===== config.mk =====
export PLATFORM = sky130hd
export DESIGN_NAME = cam_ins_ctrl
export DESIGN_NICKNAME = d
export VERILOG_FILES = /design/src/rtl/cam_ins_ctrl.sv
export SDC_FILE = /design/constraint.sdc
export NUM_CORES = 1
export LEC_CHECK = 0
export ABC_AREA = 1
export BUFFER_PORTS_ARGS = -buffer_cell sky130_fd_sc_hd__clkbuf_2
export CAP_MARGIN = 0
export CORE_MARGIN = 2
export CORE_UTILIZATION = 40
export CTS_BUF_LIST = sky130_fd_sc_hd__clkbuf_2 sky130_fd_sc_hd__clkbuf_4 sky130_fd_sc_hd__clkbuf_8
export DETAILED_ROUTE_END_ITERATION = 8
export PLACE_DENSITY = 0.57
export RECOVER_POWER = 25
export SYNTH_ARGS = -nofsm -noshare
export SYNTH_HDL_FRONTEND = slang
export SYNTH_SLANG_ARGS = --single-unit

===== constraint.sdc =====
create_clock -name clk -period 4 [get_ports clk]
set_input_delay 0.8 -clock clk [delete_from_list [all_inputs] [get_ports clk]]
set_output_delay 0.8 -clock clk [all_outputs]
set_load 0.005 [all_outputs]

===== src/rtl/cam_ins_ctrl.sv =====
// Insert/invalidate controller for one read and one write port of the team CAM.
// Define CAM_INS_EVICT_EN to evict a round-robin victim on a full CAM.
module cam_ins_ctrl #(
   parameter int unsigned KEY   = 15,
   parameter int unsigned DEPTH = 64,
   parameter int unsigned ADDR  = $clog2(DEPTH)
) (
   input  logic            clk,
   input  logic            reset_,
   input  logic            ins_req_,
   input  logic [KEY-1:0]  ins_key,
   input  logic            inv_req_,
   input  logic [ADDR-1:0] inv_addr,
   output logic            ready,
   output logic            done,
   output logic            done_hit,
   output logic            done_full,
   output logic [ADDR-1:0] done_addr,
   output logic [ADDR:0]   occupancy,
   output logic            cam_re_,
   output logic [KEY:0]    cam_rd,
   output logic [KEY:0]    cam_rm,
   input  logic            cam_match,
   input  logic [ADDR-1:0] cam_raddr,
   output logic            cam_we_,
   output logic [KEY:0]    cam_wd,
   output logic [KEY:0]    cam_wm,
   output logic [ADDR-1:0] cam_waddr
);

   typedef enum logic [2:0] {
      StIdle,
      StLook,
      StDec,
      StWr,
      StInv,
      StRsp
   } state_e;

   localparam logic [ADDR:0] FullCnt = (ADDR+1)'(DEPTH);

   state_e          state_q, state_d;
   logic [DEPTH-1:0] valid_q, valid_d;
   logic [KEY-1:0]  key_q, key_d;
   logic [ADDR-1:0] addr_q, addr_d;
   logic            match_q, match_d;
   logic [ADDR-1:0] raddr_q, raddr_d;
   logic [ADDR:0]   occ_q, occ_d;
   logic            ready_q, ready_d;
   logic            done_q, done_d;
   logic            done_hit_q, done_hit_d;
   logic            done_full_q, done_full_d;
   logic [ADDR-1:0] done_addr_q, done_addr_d;
   logic            cam_re_q, cam_re_d;
   logic            cam_we_q, cam_we_d;
   logic [KEY:0]    cam_wd_q, cam_wd_d;
   logic [ADDR-1:0] cam_waddr_q, cam_waddr_d;

   logic            free_found;
   logic [ADDR-1:0] free_idx;

`ifdef CAM_INS_EVICT_EN
   logic [ADDR-1:0] rr_q, rr_d;
`endif

   // Lowest-index invalid entry.
   always_comb begin
      free_found = 1'b0;
      free_idx   = '0;
      for (int i = int'(DEPTH) - 1; i >= 0; i--) begin
         if (!valid_q[i]) begin
            free_found = 1'b1;
            free_idx   = ADDR'(i);
         end
      end
   end

   always_comb begin
      state_d = state_q;
      valid_d = valid_q;
      key_d   = key_q;
      addr_d  = addr_q;
      match_d = match_q;
      raddr_d = raddr_q;
      occ_d   = occ_q;
`ifdef CAM_INS_EVICT_EN
      rr_d    = rr_q;
`endif
      unique case (state_q)
         StIdle: begin
            if (!inv_req_) begin
               addr_d  = inv_addr;
               state_d = StInv;
            end else if (!ins_req_) begin
               key_d   = ins_key;
               state_d = StLook;
            end
         end
         StLook: begin
            match_d = cam_match;
            raddr_d = cam_raddr;
            state_d = StDec;
         end
         StDec: begin
            if (match_q) begin
               addr_d  = raddr_q;
               state_d = StRsp;
            end else if (free_found) begin
               addr_d  = free_idx;
               state_d = StWr;
            end else begin
`ifdef CAM_INS_EVICT_EN
               addr_d  = rr_q;
               rr_d    = (rr_q == ADDR'(DEPTH - 1)) ? '0 : rr_q + 1'b1;
               state_d = StWr;
`else
               addr_d  = '0;
               state_d = StRsp;
`endif
            end
         end
         StWr: begin
            valid_d[addr_q] = 1'b1;
            if (!valid_q[addr_q] && occ_q < FullCnt) begin
               occ_d = occ_q + 1'b1;
            end
            state_d = StRsp;
         end
         StInv: begin
            valid_d[addr_q] = 1'b0;
            if (valid_q[addr_q] && occ_q != '0) begin
               occ_d = occ_q - 1'b1;
            end
            state_d = StIdle;
         end
         StRsp: begin
            state_d = StIdle;
         end
         default: begin
            state_d = StIdle;
         end
      endcase
   end

   // Outputs are decoded from the next state so they are registered yet aligned to it.
   always_comb begin
      ready_d     = (state_d == StIdle);
      done_d      = (state_d == StRsp);
      done_hit_d  = (state_d == StRsp) && match_q;
      done_full_d = (state_d == StRsp) && (state_q == StDec) && !match_q;
      done_addr_d = (state_d == StRsp) ? addr_d : '0;
      cam_re_d    = (state_d != StLook);
      cam_we_d    = !((state_d == StWr) || (state_d == StInv));
      cam_wd_d    = (state_d == StWr) ? {1'b1, key_d} : '0;
      cam_waddr_d = addr_d;
   end

   always_ff @(posedge clk) begin
      if (!reset_) begin
         state_q     <= StIdle;
         valid_q     <= '0;
         key_q       <= '0;
         addr_q      <= '0;
         match_q     <= 1'b0;
         raddr_q     <= '0;
         occ_q       <= '0;
         ready_q     <= 1'b1;
         done_q      <= 1'b0;
         done_hit_q  <= 1'b0;
         done_full_q <= 1'b0;
         done_addr_q <= '0;
         cam_re_q    <= 1'b1;
         cam_we_q    <= 1'b1;
         cam_wd_q    <= '0;
         cam_waddr_q <= '0;
`ifdef CAM_INS_EVICT_EN
         rr_q        <= '0;
`endif
      end else begin
         state_q     <= state_d;
         valid_q     <= valid_d;
         key_q       <= key_d;
         addr_q      <= addr_d;
         match_q     <= match_d;
         raddr_q     <= raddr_d;
         occ_q       <= occ_d;
         ready_q     <= ready_d;
         done_q      <= done_d;
         done_hit_q  <= done_hit_d;
         done_full_q <= done_full_d;
         done_addr_q <= done_addr_d;
         cam_re_q    <= cam_re_d;
         cam_we_q    <= cam_we_d;
         cam_wd_q    <= cam_wd_d;
         cam_waddr_q <= cam_waddr_d;
`ifdef CAM_INS_EVICT_EN
         rr_q        <= rr_d;
`endif
      end
   end

   assign ready     = ready_q;
   assign done      = done_q;
   assign done_hit  = done_hit_q;
   assign done_full = done_full_q;
   assign done_addr = done_addr_q;
   assign occupancy = occ_q;
   assign cam_re_   = cam_re_q;
   assign cam_rd    = {1'b1, key_q};
   assign cam_rm    = '0;
   assign cam_we_   = cam_we_q;
   assign cam_wd    = cam_wd_q;
   assign cam_wm    = '0;
   assign cam_waddr = cam_waddr_q;

endmodule

==> metrics.log <==
INFO  metric cts_tree = done
INFO  metric measured_slew_at_the_worst_slew_check_pin = 2.51 ns
INFO  metric clock_latency = 0.46 ns
INFO  metric post-place-ws = 0.194 ns
INFO  metric post-synth-top-area-cell = dfxtp_1
INFO  metric critPathArrivalTime = 4.15 ns
INFO  metric globalRoute.busiestLayer = met2
INFO  metric gpl.final_weighted_congestion = 0.861
INFO  metric cts_inserted_buffers = 17
INFO  metric clk_root_buffer_cell = clkbuf_8
INFO  metric critical_path_data_required_time = 4.34 ns
INFO  metric finished_layout_cell_area = 0.00719 mm^2
INFO  metric synth_seq_area_share = 41.8%
INFO  metric finalSetupViolCount = 0
INFO  metric synth.cell_area = 0.00622 mm^2
INFO  metric postSynthCellCount = 871
INFO  metric finalCritPeriodShare = 95.3%
INFO  metric cts.hold.buffers_added = 0
INFO  metric layout_commonest_cell = nand2_1
INFO  metric globalRouteMet3Util = 4.37%
INFO  metric power.leakage = 2.78 nW
INFO  metric route.detailed.vias_per_inst = 5.25
INFO  metric groute.layer.met2.usage = 35.1%
INFO  metric post_synth_main_area_contributors = dfxtp_1 (42%), nand2_1 (11%), nor2_1 (8.5%)
INFO  metric hold-worst-slack = 0.498 ns
INFO  metric synth.yosys.warnings = 0
INFO  metric netlist.area_leader.share = 41.8%
INFO  metric cts-htree-levels = 4
INFO  metric ir_drop = 0.206 mV
INFO  metric finalMaxSlewViolations = 58
INFO  metric post-dp-hpwl = 13,500 um
INFO  metric fp.coreArea = 0.0152 mm^2
INFO  metric crit_slowest_cell = dfxtp_2
INFO  metric drv_cap = 1
INFO  metric detailroute.via_count = 6,134
INFO  metric drt_wl_total = 19,000 um
INFO  metric floorplan.rows = 45
INFO  metric synthArstFlopShare = 0%
INFO  metric synth_edf_count = 0
INFO  metric global_route.usage.total = 23.4%
INFO  metric io_buffer_count = 87
INFO  metric die_height = 129 um
INFO  metric drc = 0
INFO  metric layout_nets = 1,005
INFO  metric flow.area_growth_from_synthesis = 15.5%
INFO  metric timing.critical_path.from_type = register
INFO  metric critical_path_peak_fanout = 3
INFO  metric use_met1 = 33.3%
INFO  metric synthFlopType = dfxtp_1
INFO  metric count_of_cell_types_in_the_netlist = 37
INFO  metric worst_slew_margin_rel = -67.2%
INFO  metric grt_pass1_vias = 5,518
INFO  metric finalWorstSetupSlack = 0.188 ns
INFO  metric rsz0062_at_grt = true
INFO  metric ys_seq_elements = 130
INFO  metric end_kind = register
INFO  metric crit_type = reg2reg
INFO  metric clk_pin_slew = 0.08 ns
INFO  metric antenna_found_initial = 0
INFO  metric hold_viol_final = 0
INFO  metric power_per_cell_area = 378 mW/mm^2
INFO  metric start_util = 40.9%
INFO  metric grt_max_degree = 68
INFO  metric global_route.overflow_total = 0
INFO  metric grt_pass1_wl = 29,800 um
INFO  metric final_antenna_net_count = 0
INFO  metric failed_checks = max-capacitance violations, max-slew violations
INFO  metric upper_clock_frequency_limit = 262 MHz
INFO  metric run_status = finished, violations left
INFO  metric filler_cell_count = 1,605
INFO  metric drive_above_1_share = 17.4%
INFO  metric mostFrequentLayoutCells = nand2_1 (177), nor2_1 (141), dfxtp_1 (128)
INFO  metric detail_route.iter0.violations = 636
INFO  metric period_needed = 3.81 ns
INFO  metric syn_area_per_cell = 7.15 um^2
INFO  metric pin_count = 121
INFO  metric place_area = 0.00681 mm^2
INFO  metric cpMostUsedCell = nand2_1
INFO  metric totalPowerFinal = 0.00272 W
INFO  metric clock_tree.buffer_depth = 2
INFO  metric antennaDiodeCount = 0
INFO  metric cts.sinks = 130
INFO  metric drt_pass1_iterations = 5
INFO  metric die-width = 129 um
INFO  metric timing.hold.worst.class = reg2reg
INFO  metric die-area = 0.0166 mm^2
INFO  metric post_drt_wl_per_cell = 16.3 um
INFO  metric clock-skew-final = 0.0131 ns
INFO  metric worst_path_largest_cell_delay = 0.35 ns
==> final cells by class <==
cell class	count	area, um^2	share of cell area, %
clock buffers	19	262	3.64
clock inverters	13	100	1.39
well taps	188	235	3.27
multi-input cells	632	3110	43.2
flip-flops and latches	130	2610	36.2
inverters	78	293	4.07
repair buffers	108	589	8.20
==> metrics by stage <==
stage	setup TNS, ns	utilization (%)	instances
after global routing	-1.01	47.3	1168
after floorplan	0	-	902
final	0	47.3	1168
after detailed placement	0	44.8	1135
after global placement	0	44.8	1135
after CTS	0	47.2	1167
==> power breakdown <==
part           internal (W)  total, W  switching, W
sequential          0.00133   0.00136     0.0000294
clock              0.000468   0.00104      0.000573
combinational     0.0000988  0.000318      0.000220
==> worst paths after layout <==
check | cells past startpoint | startpoint | slack, ns | end
worst min register to register | 2 | raddr_q[4]$_SDFFE_PN0P_ | 0.50 | raddr_q[4]$_SDFFE_PN0P_
worst max-delay path | 67 | register | 0.19 | cam_waddr[0]$_SDFF_PN0_
worst min-delay path | 2 | raddr_q[4]$_SDFFE_PN0P_ | 0.50 | raddr_q[4]$_SDFFE_PN0P_
worst max register to register | 67 | register | 0.19 | cam_waddr[0]$_SDFF_PN0_
==> worst max-delay path, delay by kind of cell (launching register included) <==
family	cells	cell delay, ns
compound gates	1	0.05
simple gates	65	3.20
flops	1	0.35
buf+inv	1	0.04
==> per-layer routing <==
layer	part of all wire, %	wire (um)	vias to the layer above
li1	-	-	3058
met1	47	8980	2827
met2	45	8480	217
met3	6.1	1170	32
met4	2.2	414	0
met5	0	0	-
==> synth_stat cells (4+ instances only) <==
cell	n
a22oi_1	6
ha_1	5
o21ai_1	25
buf_4	33
inv_1	54
o21ai_0	42
dfxtp_1	130
inv_2	21
clkbuf_1	27
nand3_1	10
nand4_1	4
nor3_1	21
o22ai_1	5
mux2i_1	15
nor2_1	141
nand2_1	179
a31oi_1	19
a221oi_1	8
a21oi_1	71
a22o_1	4
a311oi_1	24
==> repair_timing <==
item | in CTS | in global routing
gates resized for setup | 0 | 7
setup buffers | 0 | 1
endpoints found under the hold margin | 0 | 0
endpoints found under the setup margin | 0 | 2
==> cell families (layout without fill, tap and decap cells) <==
| logic type | Yosys count | count (layout) | synth area share [%] |
|---|---|---|---|
| AOI/OAI and AO/OA | 215 | 215 | 20.7 |
| xor gates and xnor gates | 4 | 4 | 0.563 |
| adders and majority gates | 6 | 6 | 1.33 |
| buffers and inverters | 140 | 218 | 10.4 |
| DFF | 130 | 130 | 41.8 |
| muxes | 15 | 15 | 2.41 |
| other | 2 | 33 | 0.121 |
| and+or+nand+nor | 359 | 359 | 22.6 |
Note: power is estimated with default switching activity, not from simulation.
